$ cat src/rtl/microcode_sequencer.sv
// microcode_sequencer
//   Writable-store microcode controller for the matrix-multiply cores. A host
//   loads microwords while idle, then pulses start; the sequencer walks the
//   store, emitting one control word per non-stalled RUN cycle, with
//   conditional branches and a small call/return stack.
//
//   Microword layout, MSB..LSB:
//     ops[OP_W] | halt | ret | call | bt | cond_sel[COND_W] | jump_addr[ADDR_W]
//
// Ports
//   clk        : rising-edge clock
//   rst_n      : asynchronous active-low reset
//   ld_en      : microcode write strobe, honoured in IDLE only
//   ld_addr    : write address (low AW bits used)
//   ld_data    : microword to write
//   start      : start pulse, honoured in IDLE only
//   start_addr : first micro-address (low AW bits used)
//   abort      : abandon the running program, back to IDLE
//   stall      : freeze micro-PC and stack, suppress ops
//   cond_in    : branch condition flags, bit 0 unused
//   ops        : control word, zero when ops_valid is low
//   ops_valid  : ops is meaningful this cycle
//   upc        : current micro-PC, zero-extended
//   busy       : sequencer not in IDLE
//   done       : one-cycle pulse after a normal halt
//   err        : sticky stack overflow/underflow flag

module microcode_sequencer #(
  parameter int ADDR_W      = 16,
  parameter int DEPTH       = 64,
  parameter int OP_W        = 51,
  parameter int COND_W      = 2,
  parameter int STACK_DEPTH = 4
) (
  input  logic                            clk,
  input  logic                            rst_n,
  input  logic                            ld_en,
  input  logic [ADDR_W-1:0]               ld_addr,
  input  logic [OP_W+4+COND_W+ADDR_W-1:0] ld_data,
  input  logic                            start,
  input  logic [ADDR_W-1:0]               start_addr,
  input  logic                            abort,
  input  logic                            stall,
  input  logic [2**COND_W-1:0]            cond_in,
  output logic [OP_W-1:0]                 ops,
  output logic                            ops_valid,
  output logic [ADDR_W-1:0]               upc,
  output logic                            busy,
  output logic                            done,
  output logic                            err
);

  localparam int MW  = OP_W + 4 + COND_W + ADDR_W;
  localparam int AW  = $clog2(DEPTH);
  localparam int SPW = $clog2(STACK_DEPTH + 1);
  localparam int SIW = (STACK_DEPTH > 1) ? $clog2(STACK_DEPTH) : 1;

  typedef enum logic [1:0] {
    ST_IDLE = 2'd0,
    ST_RUN  = 2'd1,
    ST_DONE = 2'd2
  } state_t;

  state_t            state, state_n;
  logic [AW-1:0]     upc_r, upc_n;
  logic [SPW-1:0]    sp, sp_n;
  logic              err_n;
  logic              push_en;

  logic [MW-1:0]     store [DEPTH];
  logic [AW-1:0]     stack [STACK_DEPTH];

  logic [MW-1:0]     word;
  logic [OP_W-1:0]   w_ops;
  logic              w_halt, w_ret, w_call, w_bt;
  logic [COND_W-1:0] w_cond;
  logic [ADDR_W-1:0] w_jump;
  logic              take;
  logic [AW-1:0]     upc_inc;
  logic [SPW-1:0]    sp_dec;

  // Upper address bits are deliberately discarded; the store only spans AW bits.
  logic unused_addr_bits;
  assign unused_addr_bits = ^{ld_addr[ADDR_W-1:AW], start_addr[ADDR_W-1:AW],
                              w_jump[ADDR_W-1:AW]};

  // Word fields decoded from the store entry at the current micro-PC.
  assign word    = store[upc_r];
  assign w_jump  = word[ADDR_W-1:0];
  assign w_cond  = word[ADDR_W +: COND_W];
  assign w_bt    = word[ADDR_W+COND_W];
  assign w_call  = word[ADDR_W+COND_W+1];
  assign w_ret   = word[ADDR_W+COND_W+2];
  assign w_halt  = word[ADDR_W+COND_W+3];
  assign w_ops   = word[MW-1 -: OP_W];

  // cond_sel of zero makes bt a plain "always jump / never jump" bit.
  assign take    = (w_cond == '0) ? w_bt : (cond_in[w_cond] == w_bt);
  assign upc_inc = upc_r + 1'b1;
  assign sp_dec  = sp - 1'b1;

  assign upc  = ADDR_W'(upc_r);
  assign busy = (state != ST_IDLE);
  assign done = (state == ST_DONE);

  // Microcode store: written only while idle, never reset.
  always_ff @(posedge clk) begin
    if (state == ST_IDLE && ld_en)
      store[ld_addr[AW-1:0]] <= ld_data;
  end

  // Return-address stack storage; sp alone defines which entries are live.
  always_ff @(posedge clk) begin
    if (push_en)
      stack[sp[SIW-1:0]] <= upc_inc;
  end

  always_ff @(posedge clk or negedge rst_n) begin
    if (!rst_n) begin
      state <= ST_IDLE;
      upc_r <= '0;
      sp    <= '0;
      err   <= 1'b0;
    end else begin
      state <= state_n;
      upc_r <= upc_n;
      sp    <= sp_n;
      err   <= err_n;
    end
  end

  // Next-state and micro-PC selection. In RUN the priority is
  // abort > halt > ret > call > branch > increment; stall freezes everything
  // except abort.
  always_comb begin
    state_n   = state;
    upc_n     = upc_r;
    sp_n      = sp;
    err_n     = err;
    push_en   = 1'b0;
    ops       = '0;
    ops_valid = 1'b0;
    case (state)
      ST_IDLE: begin
        if (start) begin
          state_n = ST_RUN;
          upc_n   = start_addr[AW-1:0];
          sp_n    = '0;
          err_n   = 1'b0;
        end
      end
      ST_RUN: begin
        if (!stall) begin
          ops       = w_ops;
          ops_valid = 1'b1;
        end
        if (abort) begin
          state_n = ST_IDLE;
          sp_n    = '0;
        end else if (!stall) begin
          if (w_halt) begin
            state_n = ST_DONE;
          end else if (w_ret) begin
            if (sp == '0) begin
              err_n   = 1'b1;
              state_n = ST_IDLE;
            end else begin
              sp_n  = sp_dec;
              upc_n = stack[sp_dec[SIW-1:0]];
            end
          end else if (w_call) begin
            if (sp == SPW'(STACK_DEPTH)) begin
              err_n   = 1'b1;
              state_n = ST_IDLE;
            end else begin
              push_en = 1'b1;
              sp_n    = sp + 1'b1;
              upc_n   = w_jump[AW-1:0];
            end
          end else if (take) begin
            upc_n = w_jump[AW-1:0];
          end else begin
            upc_n = upc_inc;
          end
        end
      end
      ST_DONE: begin
        state_n = ST_IDLE;
      end
      default: begin
        state_n = ST_IDLE;
      end
    endcase
  end

endmodule

$ cat config.mk
export PLATFORM = sky130hd
export DESIGN_NAME = microcode_sequencer
export DESIGN_NICKNAME = d
export VERILOG_FILES = /design/src/rtl/microcode_sequencer.sv
export SDC_FILE = /design/constraint.sdc
export NUM_CORES = 2
export LEC_CHECK = 0
export CORE_UTILIZATION = 50
export CTS_BUF_LIST = sky130_fd_sc_hd__clkbuf_4
export DETAILED_ROUTE_END_ITERATION = 8
export PLACE_DENSITY = 0.67
export SYNTH_ARGS = -nofsm -noshare
export SYNTH_HDL_FRONTEND = slang
export SYNTH_MEMORY_MAX_BITS = 65536
export SYNTH_SLANG_ARGS = --single-unit
$ cat constraint.sdc
create_clock -name clk -period 5.36 [get_ports clk]
set_input_delay 0.804 -clock clk [delete_from_list [all_inputs] [get_ports clk]]
set_output_delay 0.804 -clock clk [all_outputs]
set_load 0.005 [all_outputs]
==> results.yml <==
power_and_ir_drop:
  fin_total_pwr_w: 0.08585
  power_density_nw_per_um2: 475.2
  power_leakage_nw: 57.55
  ir_drop_uv: 321.4
logic_synthesis:
  synth-seq-cells: 4068
  synth_top_area_share: 0.7834
  syn_area_um2: 155500
  avgSynthCellArea_um2: 24.83
  yosys_warnings: 0
  synth_edf_count: 4056
  synth.top_cells.by_area: "edfxtp_1 (78%), mux4_2 (18%), mux2i_1 (0.57%)"
  seq_area_frac_synth: 0.7853
  synthFlopType: "edfxtp_1"
  yosys.area.top_type: "edfxtp_1"
  syn_inst: 6262
  synth.distinct_cells: 61
  synthTopCellsByCount: "edfxtp_1 (4056), mux4_2 (1242), nand2_1 (146), clkbuf_1 (138), buf_2 (121)"
  synthMostInstantiatedCell: "edfxtp_1"
  async_flop_share: 0.002950
worst_setup_path:
  critPathTopFamily: "buffers and inverters"
  critPathLaunchType: "flop"
  slowest_stage: "dfrtp_4"
  crit_top_cell: "buf_12"
  path_max_fanout: 9
  worstPathRequired_ps: 4560
  crit_buf_inv: 8
  max_stage_delay_ps: 530
  setup.worst_path.end_class: "primary output"
  crit_type: "reg -> out"
  crit_arrival_ps: 4530
  path_cells: "buf_12 -> buf_12 -> buf_16 -> buf_12 -> buf_12 -> buf_12 -> mux4_2 -> mux4_2 -> nand2_1 -> and3_4 -> a211oi_1 -> buf_4 -> buf_2"
floorplan:
  die_y_um: 559.6
  start_util: 0.5030
  row_count: 204
  die_area_um2: 313200
  coreArea_um2: 309100
  num_io_pins: 186
  die_w_um: 559.6
clock_network:
  cts_buffers: 950
  root_buffer: "clkbuf_4"
  clk_path_buf_depth: 4
  cts.reportedPaths.clkPinSlew_ps: 70
  clk_latency_ps: 1440
  cts_tree: "done"
  htreeDepth: 6
  cts.sinks: 4068
worst_hold_path:
  min_path_type: "in -> reg"
drt:
  first_pass_iters: 8
  via_per_inst: 6.347
  num_vias: 78840
  drt_first_iter_violations: 10980
  drc: 26
  drtAntennaViolNets: 0
  wirelength_mm: 426.5
  wl_per_cell_um: 34.34
sta:
  max_freq_mhz: 187.5
  finalCriticalPeriod_ps: 5332
  clock_skew_ps: 88.09
  rsz0062_at_grt: "true"
  setup_violations: 0
  slew_viol_final: 0
  slew_headroom: 0.1854
  fin_crit_sh: 0.9948
  worstMarginPinSlew_ps: 1222
  hold_viol_final: 0
  tns_ps: 0
grt:
  grtUsageTotal: 0.2709
  grt_max_degree: 65
  grt_remaining_overflow: 0
  grt_pass1_wl_mm: 592.2
  grt_pass1_vias: 78860
  antenna_found_initial: 40
placement:
  placed_cells: 10530
  numPortBuffers: 144
  gp_congestion: 0.7995
  dp_hpwl_mm: 210.9
cells_and_area:
  nNetsFinal: 7700
  finalNonFillerCells: 12420
  area_growth_pct: 16.20
  drive_gt1_frac: 0.4165
status:
  violations: "design-rule violations"
  status: "finished, violations left"
run:
  maxCapViolations: 0
-- through the flow --
stage                     instance area [µm²]  utilization  worst slack [ps]  hold WS, ps
final                                  180700       0.5845             27.64        126.3
after global routing                   180600       0.5844            -68.21        58.02
after CTS                              180200       0.5829            -87.42        1.326
after detailed placement               164800       0.5332             661.2        495.2
after global placement                 164800       0.5332             662.1        482.4
after floorplan                        155500            -             590.8        486.8
-- flip-flops by register name, indices dropped and copies added (netlist names) --
register and flops:
store 4032, sp 3, err 1, upc_r 6, state 2, stack 24
-- cells in the final DEF (no fill, tap or decap), types with 18 or more instances in the layout --
| cell | netlist | final |
|---|---|---|
| dlygate4sd3_1 | 0 | 43 |
| nand3_1 | 18 | 18 |
| nor2_1 | 91 | 27 |
| clkinv_1 | 0 | 236 |
| buf_12 | 2 | 145 |
| clkdlybuf4s50_1 | 0 | 38 |
| edfxtp_1 | 4056 | 4056 |
| diode_2 | 0 | 19 |
| nor2_4 | 0 | 64 |
| nand2_1 | 146 | 134 |
| buf_6 | 6 | 39 |
| and3_4 | 0 | 24 |
| mux4_2 | 1242 | 1242 |
| clkbuf_4 | 0 | 1362 |
| a211oi_1 | 55 | 32 |
| mux2i_4 | 0 | 21 |
| mux2i_1 | 88 | 62 |
| and3_1 | 52 | 25 |
| buf_16 | 0 | 57 |
| buf_4 | 23 | 263 |
| buf_2 | 121 | 77 |
-- layer usage --
metal  wire, µm  vias up  global-route usage
li1           -    30620                   -
met1     159500    42050              0.3810
met2     204700     5444              0.4267
met3      50960      695             0.06665
met4      11120       30             0.07576
met5        201        -                   0
-- final timing paths --
check | depth (start not counted) | slack [ps] | startpoint | endpoint
worst max-delay path | 13 | 30 | upc_r[0]$_DFFE_PN0P_ | ops[29]
worst min-delay path | 3 | 130 | stall | state[0]$_DFFE_PN0P_
worst max register to register | 15 | 760 | upc_r[0]$_DFFE_PN0P_ | stack[2][0]$_DFFE_PP_
worst min register to register | 1 | 500 | err$_DFFE_PN0P_ | err$_DFFE_PN0P_
max in group asynchronous | 2 | 4530 | rst_n | upc_r[5]$_DFFE_PN0P_
min in group asynchronous | 2 | 320 | rst_n | upc_r[1]$_DFFE_PN0P_
-- cell families after synthesis --
kind of cell / after synthesis / share of synthesized area
mux: 1338 / 0.1864
fa+ha+maj: 7 / 0.0005633
flops: 4068 / 0.7853
xor+xnor: 7 / 0.0003943
buf+inv: 360 / 0.01086
other cells: 1 / 0.00002412
compound gates: 127 / 0.005979
simple gates: 354 / 0.01043
-- worst min-delay path: stages --
cell and delay, ps:
clkdlybuf4s50_1 550, o21ai_1 100, nand2_1 80
-- power breakdown --
part | switching [W] | internal, W | leakage, nW
clock | 0.0120 | 0.0119 | 6.88
sequential | 0.000199 | 0.0353 | 36.6
combinational | 0.0127 | 0.0137 | 14.1
total | 0.0249 | 0.0609 | 57.6
-- layout make-up --
type / instances / area (µm²)
Fill cell: 21740 / 128400
Timing Repair Buffer: 701 / 8773
Antenna cell: 19 / 47.55
Clock buffer: 1362 / 10220
Tap cell: 4120 / 5155
Sequential cell: 4068 / 122100
Clock inverter: 293 / 1461
Multi-Input combinational cell: 1843 / 32820
Inverter: 14 / 67.56
-- what timing repair did --
item | 4_1_cts | 5_1_grt
endpoints found under the hold margin | 1189 | 0
cloned | 40 | 6
pin swaps | 13 | 16
endpoints found under the setup margin | 51 | 32
setup buffers | 118 | 14
resized for setup | 398 | 66
hold buffers | 43 | 0
Power figures use the tool's default switching activity.
